$ cat src/rtl/calc1_port_scheduler.sv
// calc1_port_scheduler: queues one two-cycle command per port and grants the shared ALU round-robin
// Ports: c_clk/reset (sync, active-high); req_cmd_in/req_data_in per-port command and operands;
// out_resp/out_data per-port one-cycle response; alu_valid/alu_cmd/alu_op1/alu_op2 issue to ALU;
// alu_done/alu_resp/alu_data result from ALU.
module calc1_port_scheduler #(
  parameter int NPORTS = 4,
  parameter int DW = 32,
  parameter int TIMEOUT = 16
) (
  input  logic                   c_clk,
  input  logic                   reset,
  input  logic [4*NPORTS-1:0]    req_cmd_in,
  input  logic [DW*NPORTS-1:0]   req_data_in,
  output logic [2*NPORTS-1:0]    out_resp,
  output logic [DW*NPORTS-1:0]   out_data,
  output logic                   alu_valid,
  output logic [3:0]             alu_cmd,
  output logic [DW-1:0]          alu_op1,
  output logic [DW-1:0]          alu_op2,
  input  logic                   alu_done,
  input  logic [1:0]             alu_resp,
  input  logic [DW-1:0]          alu_data
);
  localparam int PW = NPORTS > 1 ? $clog2(NPORTS) : 1;
  localparam int CW = $clog2(TIMEOUT + 1);
  typedef enum logic [2:0] {IDLE, OP2, ERR, PEND, BUSY, RESP} pst_e;
  typedef enum logic {FREE, WAIT} ast_e;
  pst_e pst_q [NPORTS];
  pst_e pst_d [NPORTS];
  logic [3:0] pcmd_q [NPORTS];
  logic [DW-1:0] pop1_q [NPORTS];
  logic [DW-1:0] pop2_q [NPORTS];
  logic [DW-1:0] pdat_q [NPORTS];
  logic [1:0] prsp_q [NPORTS];
  ast_e ast_q, ast_d;
  logic [PW-1:0] ptr_q, gnt_q, sel, idx;
  logic [CW-1:0] cnt_q;
  logic any, issue, fin;
  logic [1:0] fin_rsp;
  logic [DW-1:0] fin_dat;
  logic alu_valid_q;
  logic [3:0] alu_cmd_q;
  logic [DW-1:0] alu_op1_q, alu_op2_q;
  function automatic logic valid_cmd(input logic [3:0] c);
    return c inside {4'd1, 4'd2, 4'd5, 4'd6};
  endfunction
  assign alu_valid = alu_valid_q;
  assign alu_cmd = alu_cmd_q;
  assign alu_op1 = alu_op1_q;
  assign alu_op2 = alu_op2_q;
  // Round-robin pick: first PEND port at or after the pointer, wrapping.
  always_comb begin
    sel = '0;
    idx = '0;
    any = 1'b0;
    for (int i = 0; i < NPORTS; i++) begin
      idx = PW'((int'(ptr_q) + i) % NPORTS);
      if (!any && pst_q[idx] == PEND) begin
        sel = idx;
        any = 1'b1;
      end
    end
    issue = ast_q == FREE && any;
    // A timed-out op completes like an ALU error with zero data.
    fin = ast_q == WAIT && (alu_done || cnt_q == CW'(TIMEOUT));
    fin_rsp = alu_done ? alu_resp : 2'd2;
    fin_dat = alu_done ? alu_data : '0;
    ast_d = issue ? WAIT : fin ? FREE : ast_q;
  end
  always_comb begin
    for (int p = 0; p < NPORTS; p++) begin
      pst_d[p] = pst_q[p];
      case (pst_q[p])
        IDLE: pst_d[p] = req_cmd_in[4*p+:4] != 4'd0 ? OP2 : IDLE;
        OP2:  pst_d[p] = valid_cmd(pcmd_q[p]) ? PEND : ERR;
        PEND: pst_d[p] = issue && sel == PW'(p) ? BUSY : PEND;
        BUSY: pst_d[p] = fin && gnt_q == PW'(p) ? RESP : BUSY;
        default: pst_d[p] = IDLE;
      endcase
      out_resp[2*p+:2] = pst_q[p] == RESP ? prsp_q[p] : pst_q[p] == ERR ? 2'd2 : 2'd0;
      out_data[DW*p+:DW] = pst_q[p] == RESP ? pdat_q[p] : '0;
    end
  end
  always_ff @(posedge c_clk) begin
    if (reset) begin
      for (int p = 0; p < NPORTS; p++) begin
        pst_q[p] <= IDLE;
        pcmd_q[p] <= '0;
        pop1_q[p] <= '0;
        pop2_q[p] <= '0;
        pdat_q[p] <= '0;
        prsp_q[p] <= '0;
      end
      ast_q <= FREE;
      ptr_q <= '0;
      gnt_q <= '0;
      cnt_q <= '0;
      alu_valid_q <= 1'b0;
      alu_cmd_q <= '0;
      alu_op1_q <= '0;
      alu_op2_q <= '0;
    end else begin
      for (int p = 0; p < NPORTS; p++) begin
        pst_q[p] <= pst_d[p];
        if (pst_q[p] == IDLE) begin
          pcmd_q[p] <= req_cmd_in[4*p+:4];
          pop1_q[p] <= req_data_in[DW*p+:DW];
        end
        if (pst_q[p] == OP2) pop2_q[p] <= req_data_in[DW*p+:DW];
        if (pst_q[p] == BUSY && pst_d[p] == RESP) begin
          prsp_q[p] <= fin_rsp;
          pdat_q[p] <= fin_dat;
        end
      end
      ast_q <= ast_d;
      alu_valid_q <= issue;
      cnt_q <= issue ? '0 : ast_q == WAIT ? cnt_q + 1'b1 : cnt_q;
      if (issue) begin
        gnt_q <= sel;
        ptr_q <= sel == PW'(NPORTS - 1) ? '0 : sel + 1'b1;
        alu_cmd_q <= pcmd_q[sel];
        alu_op1_q <= pop1_q[sel];
        alu_op2_q <= pop2_q[sel];
      end
    end
  end
endmodule

$ cat config.mk
export PLATFORM = sky130hd
export DESIGN_NAME = calc1_port_scheduler
export DESIGN_NICKNAME = d
export VERILOG_FILES = /design/src/rtl/calc1_port_scheduler.sv
export SDC_FILE = /design/constraint.sdc
export NUM_CORES = 1
export LEC_CHECK = 0
export ABC_CLOCK_PERIOD_IN_PS = 6480
export CORE_ASPECT_RATIO = 0.5
export CORE_UTILIZATION = 57
export DETAILED_ROUTE_END_ITERATION = 6
export PLACE_DENSITY = 0.93
export SETUP_SLACK_MARGIN = 0.05
export SYNTH_ARGS = -nofsm -noshare
export SYNTH_HDL_FRONTEND = slang
export SYNTH_SLANG_ARGS = --single-unit
$ cat constraint.sdc
create_clock -name c_clk -period 6.48 [get_ports c_clk]
set_clock_uncertainty 0.1 [all_clocks]
set_input_delay 0.972 -clock c_clk [delete_from_list [all_inputs] [get_ports c_clk]]
set_output_delay 0.972 -clock c_clk [all_outputs]
set_load 0.02 [all_outputs]
Yosys cells after proc, flatten, opt, wreduce, memory -nomap -nowiden
Memory sizes are Yosys's and may differ from the RTL's. A register that Yosys moved wholly into a read port is not among the register bits.
Index checks and enable logic that the tools add are counted.
{ "word_totals": {"ram_bits": 420, "memories": 6, "output_inout_bits": 205, "wordCells": 239, "register_bits": 11} }
{ "memory_table": {"columns": ["memory", "words", "width", "rd", "rd_ports_with_merged_regs", "write_ports", "line_no", "rtl"], "rows": [
  ["pdat_q", 4, 32, 4, 0, 4, "33", "logic [DW-1:0] pdat_q [NPORTS];"],
  ["pop1_q", 4, 32, 1, 1, 4, "31", "logic [DW-1:0] pop1_q [NPORTS];"],
  ["pop2_q", 4, 32, 1, 1, 4, "32", "logic [DW-1:0] pop2_q [NPORTS];"],
  ["pcmd_q", 4, 4, 5, 1, 4, "30", "logic [3:0] pcmd_q [NPORTS];"],
  ["pst_q", 4, 3, 8, 1, 4, "28", "pst_e pst_q [NPORTS];"],
  ["prsp_q", 4, 2, 4, 0, 4, "34", "logic [1:0] prsp_q [NPORTS];"]
]} }
{ "op_classes": {"n_addsub": 5, "reduce_logical": 37, "bitwise": 25, "mux": 110, "n_eq_ne": 51} }
{ "op_table": {"columns": ["op", "count"], "rows": [
  ["$mux 32", 17],
  ["$mux 1", 57],
  ["$pmux 3 s4", 4],
  ["$mux 2", 20],
  ["$eq 3x2->1 const B", 12],
  ["$eq 3x3->1 const B", 12],
  ["$eq 4x3->1 const B", 8],
  ["$reduce_bool 4->1", 8],
  ["$mux 3", 8],
  ["$or 1x1->1", 24],
  ["$logic_and 1x1->1", 17],
  ["$eq 4x1->1 const B", 4],
  ["$eq 4x2->1 const B", 4],
  ["$mux 4", 4],
  ["$eq 3x1->1 const B", 4],
  ["$logic_not 3->1", 4],
  ["$eq 2x2->1 const B", 4],
  ["$add 5x1->5 const B", 1],
  ["$eq 5x5->1 const B", 1],
  ["$add 2x1->2 const B", 2],
  ["$add 2x2->2 const B", 2],
  ["$eq 2x1->1 const B", 2],
  ["$logic_not 2->1", 2],
  ["$logic_not 1->1", 3],
  ["other kinds (4)", 4]
]} }

Depth between registers and ports, before layout
Gate-level depths: netlist of the first run.
{ "depth": {"depth_word": 21, "mapped_depth": 15, "mapped_depth_nobuf": 10} }

Least setup slack after synthesis of the first run
OpenSTA, ideal clock, no wires.
{ "synth_timing": {"path_kind": "register to register", "from": "memory pst_q[1][0] (netlist bit)", "to": "memory pst_q[1][0] (netlist bit)", "t_arrival_ps": 2831, "t_required_ps": 6264, "synth_period_minus_slack_ps": 3048, "setup_slack_ps": 3432, "path_stages_with_launch": 15, "cell_sequence": "dfxtp_1 > buf_4 > and3b_1 > buf_4 > mux4_2 > nor3_1 > o221a_1 > buf_6 > buf_12 > buf_8 > ha_1 > inv_1 > o31ai_1 > o41ai_1 > a31o_2"} }
{ "synth_lines": {"columns": ["item", "line_no"], "rows": [
  ["from (decl)", "28"]
]} }

==> results.yml, run 1 <==
drt:
  vias: 14888
  routed_wl_um: 61600
  drc: 0
  drt-wirelength-per-cell_um: 24.3
  drtAntennaViolNets: 0
  first_pass_iters: 5
  vias_per_cell: 5.88
  drtIter0Drc: 1499
pwr:
  peakVddDrop_mv: 0.236
  power.density_nw_per_um2: 343
  leakage_nw: 9.63
worst_setup_path:
  path_class: "flip-flop to primary output"
  cp.required_ns: 5.41
  reg2reg_slack_ns: 2.64
  worstReg2RegStart: "pst_q[1][2]"
  reg2reg_depth: 8
  cp-end-kind: "primary output"
  arrival_ns: 3.20
  rr_endpoint: "alu_op1[24]"
  worst-path-max-fanout: 34
  cp-start-kind: "flip-flop"
layout:
  drive_gt1_frac: 0.0644
  final_area_um2: 27000
  syn_to_final_growth_pct: 26.0
  final_cells: 2533
  nets: 2186
  num-fill-cells: 2172
synthesis:
  yosys_warnings: 0
  synthCells: 1655
  synthTopCellsByArea: "edfxtp_1 57%, and2_1 12%, dfxtp_1 8.7%"
  synth_ff_type: "edfxtp_1"
  synth_edf_count: 408
  synth_cell_types: 58
  synth-seq-area-share: 0.659
  yosysMostFrequentCell: "edfxtp_1"
  synth_area_um2: 21400
  ys_seq_elements: 501
  synth_common_cells: "408 x edfxtp_1, 405 x and2_1, 159 x nor2_1"
  synth_top_area_frac: 0.572
  synth_area_leader_cell: "edfxtp_1"
  syn_avg_cell_area_um2: 12.9
  ys_async_sr_fraction: 0
  syn_nets: 1842
timing:
  final-setup-viol-count: 0
  worst_slew_pin_slew_ns: 1.29
  fmax_mhz: 234
  drv_slew: 0
  rsz0062_at_grt: "false"
  max-slew-margin-rel: 0.138
  setup_tns_ns: 0
  hold_viol: 0
  layout_min_cycle_time_ns: 4.27
  period_share: 0.660
clocking:
  numCtsBuffers: 43
  root_buffer: "clkbuf_16"
  postCtsHoldBufs: 0
  ctsResizeCount: 0
  clockBufferDepth: 3
  cts-htree-levels: 2
  post_cts_buffers: 0
  clock_latency_ns: 0.56
  path_clk_slew_ns: 0.06
  cts_tree: "yes"
  cts.sinks: 501
placed_design:
  io_buffers: 385
  placed_area_um2: 25500
  dp_hpwl_um: 38200
  routabilityCongestion: 0.888
  dp_cells: 2438
floorplan:
  die_x_um: 276
  pin_count: 386
  die_h_um: 139
  rows: 49
  initial_core_util: 0.587
  die_area_um2: 38400
  core_um2: 36500
global_routing:
  antenna_found_initial: 12
  use_met3: 0.0598
  grt_use_total: 0.315
  grt_start_max_net_pins: 91
  globalRouteMet1Util: 0.373
  use_met2: 0.548
  busiest_layer: "met2"
  gr-total-overflow: 0
  grt_pass1_wl_um: 91600
  grt_pass1_vias: 15423
run_status:
  status: "finished, final reports clean"
min_path:
  hold_class: "flip-flop to flip-flop"
  hold_end: "alu_op2[25]"
  min_path_cells: 2
  min-delay-start: "alu_op2[25]"
job:
  cap_violations: 0
==> routing by layer <==
metal	up-vias	wire, µm
met3	206	4750
met5	-	0
li1	6554	-
met1	7288	22200
met2	840	31200
met4	0	3430
==> cells by family (layout without fill, tap and decap cells) <==
kind of cell,Yosys count,in the layout,synth area share
buffers and inverters,126,504,0.0350
adders and majority gates,6,6,0.00351
xor gates and xnor gates,8,8,0.00327
DFF,501,501,0.659
and+or+nand+nor,749,749,0.186
other,0,16,0
AOI/OAI and AO/OA,126,126,0.0471
muxes,139,139,0.0661
==> through the flow <==
stage          power, mW   util  setup slack [ns]  hold slack, ns
2_1_floorplan       5.76      -              3.43           0.371
3_3_place_gp        6.52  0.699              2.85           0.344
3_5_place_dp        6.61  0.699              2.72           0.347
4_1_cts             9.23  0.738              2.12           0.363
5_1_grt             9.55  0.739              2.08           0.384
6_report            9.25  0.740              2.21           0.360
==> where the power goes <==
| part | switching, mW | internal, mW |
|---|---|---|
| clock network | 1.17 | 1.48 |
| registers | 0.293 | 4.19 |
| logic | 1.29 | 0.827 |
| total | 2.75 | 6.50 |
==> critical path, cell delays in order (launching register included) <==
cell             delay [ns]
dfxtp_1                0.49
nand2b_1               0.20
nor2_2                 1.00
and2_1                 0.29
clkdlybuf4s50_1        0.65
==> state kept, by name (all words and copies together) (netlist names), named ones only <==
register,flops
pcmd_q,16
pdat_q,128
prsp_q,8
pop1_q,128
alu_op1,32
alu_valid,1
ast_q,1
ptr_q,2
pop2_q,128
gnt_q,2
pst_q,12
alu_cmd,4
alu_op2,32
cnt_q,5
==> worst max-delay path by stage <==
stage / start / endpoint / depth (start not counted)
6_report: pst_q[2][0] / out_data[81] / 4
5_1_grt: pst_q[2][2] / out_resp[5] / 5
4_1_cts: pst_q[2][0] / out_resp[5] / 5
3_5_place_dp: pst_q[2][0] / out_resp[5] / 5
3_3_place_gp: pst_q[2][2] / out_resp[5] / 5
2_1_floorplan: pst_q[1][0] / pst_q[1][0] / 14
==> layout by cell type, fill, tap and decap left out, types with 5 or more instances in the layout <==
| cell type | instances |
|---|---|
| nand2_1 | 123 |
| and2_1 | 405 |
| clkinv_2 | 10 |
| ha_1 | 6 |
| edfxtp_1 | 408 |
| clkbuf_8 | 5 |
| or2_2 | 8 |
| nor3_1 | 6 |
| o21ai_0 | 9 |
| clkbuf_1 | 11 |
| a21oi_1 | 14 |
| clkbuf_16 | 44 |
| diode_2 | 16 |
| o41ai_1 | 5 |
| mux2i_1 | 137 |
| buf_4 | 25 |
| o221ai_1 | 68 |
| nand3_1 | 5 |
| clkdlybuf4s50_1 | 385 |
| dfxtp_1 | 93 |
| xnor2_1 | 5 |
| or3_1 | 7 |
| nand2b_1 | 6 |
| nor2_1 | 155 |
| inv_1 | 13 |
==> cell type report <==
type | instances | area, µm² | share of cell area
Clock buffer | 60 | 1210 | 0.0449
Inverter | 14 | 52.6 | 0.00195
Tap cell | 484 | 606 | 0.0224
Clock inverter | 19 | 214 | 0.00793
Timing Repair Buffer | 411 | 4060 | 0.151
Multi-Input combinational cell | 1028 | 6680 | 0.248
Sequential cell | 501 | 14100 | 0.523
Antenna cell | 16 | 40.0 | 0.00148
Note: power is estimated with default switching activity, not from simulation.
==> run 2: changes to the inputs <==
Settings changed: ABC_CLOCK_PERIOD_IN_PS 6480 to 3430, CORE_UTILIZATION 57 to 48, PLACE_DENSITY 0.93 to 0.84.
Clock period 6.48 ns to 3.43 ns, I/O delays scaled along.
==> results.yml, run 2 (synthesized netlist as in run 1, its figures left out) <==
min_path:
  hold_end: "alu_op1[6]"
  min-delay-start: "alu_op1[6]"
  min_path_cells: 2
  hold_class: "flip-flop to flip-flop"
timing:
  period_share: 0.949
  drv_slew: 0
  rsz0062_at_grt: "false"
  worst_slew_pin_slew_ns: 0.905
  final-setup-viol-count: 0
  fmax_mhz: 307
  hold_viol: 0
  layout_min_cycle_time_ns: 3.26
  max-slew-margin-rel: 0.395
  setup_tns_ns: 0
global_routing:
  grt_pass1_vias: 14745
  grt_use_total: 0.258
  grt_pass1_wl_um: 87600
  grt_start_max_net_pins: 69
  antenna_found_initial: 8
  gr-total-overflow: 0
pwr:
  power_frac_comb: 0.230
  pwr-share-clk: 0.294
  total_power_mw: 17.9
  switching_share: 0.299
  p_int_mw: 12.5
  power.density_nw_per_um2: 650
  switching_power_mw: 5.34
  seqPwrFrac: 0.475
  peakVddDrop_mv: 0.392
  leakage_nw: 9.80
layout:
  drive_gt1_frac: 0.0713
  syn_to_final_growth_pct: 28.2
  layout_common_cells: "408 x edfxtp_1, 405 x and2_1, 385 x clkdlybuf4s50_1, 155 x nor2_1, 137 x mux2i_1"
  fin_util: 0.627
  top_regs: "pdat_q: 128 flops, pop1_q: 128 flops, pop2_q: 128 flops"
  nets: 2199
  num-fill-cells: 3217
  multi_input_area_um2: 6680
  seq_area_um2: 14100
  final_common_cell: "edfxtp_1"
placed_design:
  dp_hpwl_um: 37900
  io_buffers: 385
  routabilityCongestion: 0.916
worst_setup_path:
  path_class: "flip-flop to flip-flop"
  cp-start-kind: "flip-flop"
  reg2reg_slack_ns: 0.17
  arrival_ns: 3.59
  path_cells: "and3b_1 > mux4_2 > nor3_1 > o221a_4 > buf_4 > mux2i_1 > o221ai_1"
  worstReg2RegStart: "pst_q[3][2]"
  critPathBufInv: 1
  cp_top_family: "multiplexers"
  rr_endpoint: "alu_op1[22]"
  cp-end-kind: "flip-flop"
  cp.required_ns: 3.77
  critPathMaxStageDelay_ns: 0.59
  slowest_stage: "mux4_2"
  worst-path-max-fanout: 32
  reg2reg_depth: 7
floorplan:
  die_area_um2: 45500
  die_x_um: 301
  die_h_um: 151
  initial_core_util: 0.489
  rows: 54
  pin_count: 386
  core_um2: 43800
drt:
  drtAntennaViolNets: 0
  drt-wirelength-per-cell_um: 23.1
  first_pass_iters: 6
  drc: 0
  vias_per_cell: 5.54
  routed_wl_um: 61000
  drtIter0Drc: 1183
  vias: 14637
clocking:
  path_clk_slew_ns: 0.07
  cts-htree-levels: 2
  clock_latency_ns: 0.59
  cts.sinks: 501
  cts_tree: "yes"
  numCtsBuffers: 45
  clockBufferDepth: 3
  postCtsHoldBufs: 0
  root_buffer: "clkbuf_16"
job:
  cap_violations: 0
run_status:
  status: "finished, final reports clean"
==> run 2: final cells by class <==
cell class                 instances  share of cell area
sequential                       501               0.514
multi-input combinational       1028               0.243
timing repair buffer             422               0.158
clock buffer                      58              0.0446
tap                              588              0.0268
clock inverter                    24              0.0110
inverter                          14             0.00191
antenna                            8            0.000729
==> run 2: power by group through the flow <==
stage	clock network, mW	logic [mW]	registers [mW]
6_report	5.26	4.12	8.49
3_3_place_gp	0	3.97	8.54
3_5_place_dp	0	4.08	8.58
4_1_cts	5.28	4.10	8.47
2_1_floorplan	0	2.23	8.65
5_1_grt	5.50	4.33	8.57
==> run 2: worst max path at each step <==
| stage | from | end | slack (ns) | cells past startpoint |
|---|---|---|---|---|
| 2_1_floorplan | pst_q[1][0] | pst_q[1][0] | 0.38 | 14 |
| 3_3_place_gp | pst_q[3][2] | alu_op2[28] | 0.43 | 7 |
| 3_5_place_dp | pst_q[3][2] | alu_op1[29] | 0.22 | 7 |
| 4_1_cts | pst_q[1][0] | out_resp[3] | 0.11 | 6 |
| 5_1_grt | pst_q[2][0] | out_resp[5] | 0.06 | 6 |
| 6_report | pst_q[3][2] | alu_op1[22] | 0.17 | 7 |
==> run 2: worst reg2reg max path: stages, from the launching register on <==
cell,delay [ns]
dfxtp_1,0.58
and3b_1,0.32
mux4_2,0.59
nor3_1,0.27
o221a_4,0.30
buf_4,0.50
mux2i_1,0.32
o221ai_1,0.16
==> run 2: what timing repair did <==
item	4_1_cts	5_1_grt
buffers inserted	0	0
resized for setup	0	1
setup endpoints to repair	0	1
==> run 2: stage by stage <==
step	area, µm²	worst slack [ns]	hold WS [ns]	std cells
after floorplan	21400	0.382	0.371	1655
after global placement	25900	0.425	0.346	2553
after CTS	27400	0.112	0.364	2635
final	27500	0.174	0.361	2643
after global routing	27500	0.0641	0.400	2640
after detailed placement	25900	0.217	0.349	2553
==> run 2: routing by layer <==
metal / global-route usage / share of wire / up-vias
met5: 0 / 0.00048 / -
met4: 0.126 / 0.046 / 4
met3: 0.0478 / 0.069 / 183
met2: 0.463 / 0.52 / 677
met1: 0.301 / 0.36 / 7200
li1: - / - / 6573
==> run 3: changes to the inputs <==
Settings changed: ABC_CLOCK_PERIOD_IN_PS 3430 to 3400, CORE_UTILIZATION 48 to 53, PLACE_DENSITY 0.84 to 0.87.
Clock period 3.43 ns to 3.4 ns, I/O delays scaled along.
==> results.yml, run 3 (synthesized netlist as in run 1, its figures left out) <==
global_routing:
  grt_use_total: 0.290
  grt_pass1_wl_um: 89600
  gr-total-overflow: 0
  antenna_found_initial: 12
  grt_pass1_vias: 15141
  grt_start_max_net_pins: 69
pwr:
  total_power_mw: 18.1
  power.density_nw_per_um2: 659
  peakVddDrop_mv: 0.387
  leakage_nw: 9.82
drt:
  vias: 14750
  drc: 0
  routed_wl_um: 61200
  m1WireLength_um: 22000
  drt-wirelength-per-cell_um: 23.6
  vias_per_cell: 5.68
  drtIter0Drc: 1305
  first_pass_iters: 5
  drtAntennaViolNets: 0
  highest_layer: "met5"
  wl_met2_um: 31100
  wl_met3_um: 5050
timing:
  hold_viol: 0
  setup_slack_ns: 0.144
  period_share: 0.958
  fmax_mhz: 307
  max-slew-margin-rel: 0.207
  worst_slew_pin_slew_ns: 1.19
  rsz0062_at_grt: "false"
  drv_slew: 0
  setup_tns_ns: 0
  layout_min_cycle_time_ns: 3.26
  final-setup-viol-count: 0
layout:
  nets: 2205
  layout_common_cells: "408 x edfxtp_1, 405 x and2_1, 385 x clkdlybuf4s50_1, 155 x nor2_1, 137 x mux2i_1"
  final_area_um2: 27400
  drive_gt1_frac: 0.0740
  final_common_cell: "edfxtp_1"
  top_regs: "pdat_q: 128 flops, pop1_q: 128 flops, pop2_q: 128 flops"
  syn_to_final_growth_pct: 27.9
floorplan:
  pin_count: 386
  rows: 51
  die_area_um2: 41300
  die_h_um: 144
  die_x_um: 286
  initial_core_util: 0.544
  core_um2: 39400
clocking:
  clockBufferDepth: 3
  clock_latency_ns: 0.59
  ctsResizeCount: 0
  root_buffer: "clkbuf_16"
  cts_tree: "yes"
  numCtsBuffers: 44
  path_clk_slew_ns: 0.07
  cts-htree-levels: 2
  postCtsHoldBufs: 0
  cts.sinks: 501
  post_cts_buffers: 0
worst_setup_path:
  reg2reg_depth: 8
  worst-path-max-fanout: 33
  cp-start-kind: "flip-flop"
  cp-end-kind: "primary output"
  cp_num_cells: 5
  path_cells: "nand2b_1 > nor2_2 > buf_4 > and2_1 > clkdlybuf4s50_1"
  cp.required_ns: 2.79
  critPathMaxStageDelay_ns: 0.64
  path_class: "flip-flop to primary output"
  cp_top_family: "buffers and inverters"
  arrival_ns: 2.65
  critPathBufInv: 2
  slowest_stage: "clkdlybuf4s50_1"
min_path:
  hold_class: "flip-flop to flip-flop"
  min_path_cells: 2
placed_design:
  dp_hpwl_um: 38600
  io_buffers: 385
  place_worst_setup_slack_ns: 0.144
  routabilityCongestion: 0.934
  placed_area_um2: 25800
job:
  cap_violations: 0
run_status:
  status: "finished, final reports clean"
-- run 3: per-layer routing --
layer / track usage / up-vias
li1: - / 6570
met1: 0.339 / 7229
met2: 0.510 / 774
met3: 0.0595 / 175
met4: 0.158 / 2
met5: 0 / -
-- run 3: per-stage QoR --
step	utilization	hold slack [ns]	instances
4_1_cts	0.695	0.380	2584
3_3_place_gp	0.656	0.344	2502
3_5_place_dp	0.656	0.354	2502
2_1_floorplan	-	0.371	1655
6_report	0.696	0.373	2595
5_1_grt	0.696	0.397	2595
-- run 3: power by group --
group	switching, mW	internal [mW]
logic	2.42	1.67
clock network	2.32	3.04
registers	0.597	7.99
-- run 3: final timing paths --
check,startpoint,end,slack [ns]
min reg2reg,alu_op1[9],alu_op1[9],0.37
max reg2reg,pst_q[1][0],alu_op2[15],0.16
max,pst_q[2][0],out_data[90],0.14
min,alu_op1[9],alu_op1[9],0.37
-- run 3: worst min-delay path, delay by kind of cell (launching register included) --
family / cells / cell delay [ns]
flip-flops: 1 / 0.33
AO/OA/AOI/OAI: 1 / 0.06
AND/OR/NAND/NOR: 1 / 0.05
-- run 3: area by class of cell --
type                    count  area [µm²]
flip-flops and latches    501       14100
diodes                     11        27.5
inverters                  14        52.6
fillers                  2504       12000
multi-input cells        1028        6680
repair buffers            429        4320
clock inverters            19         248
well taps                 530         663
clock buffers              63        1290
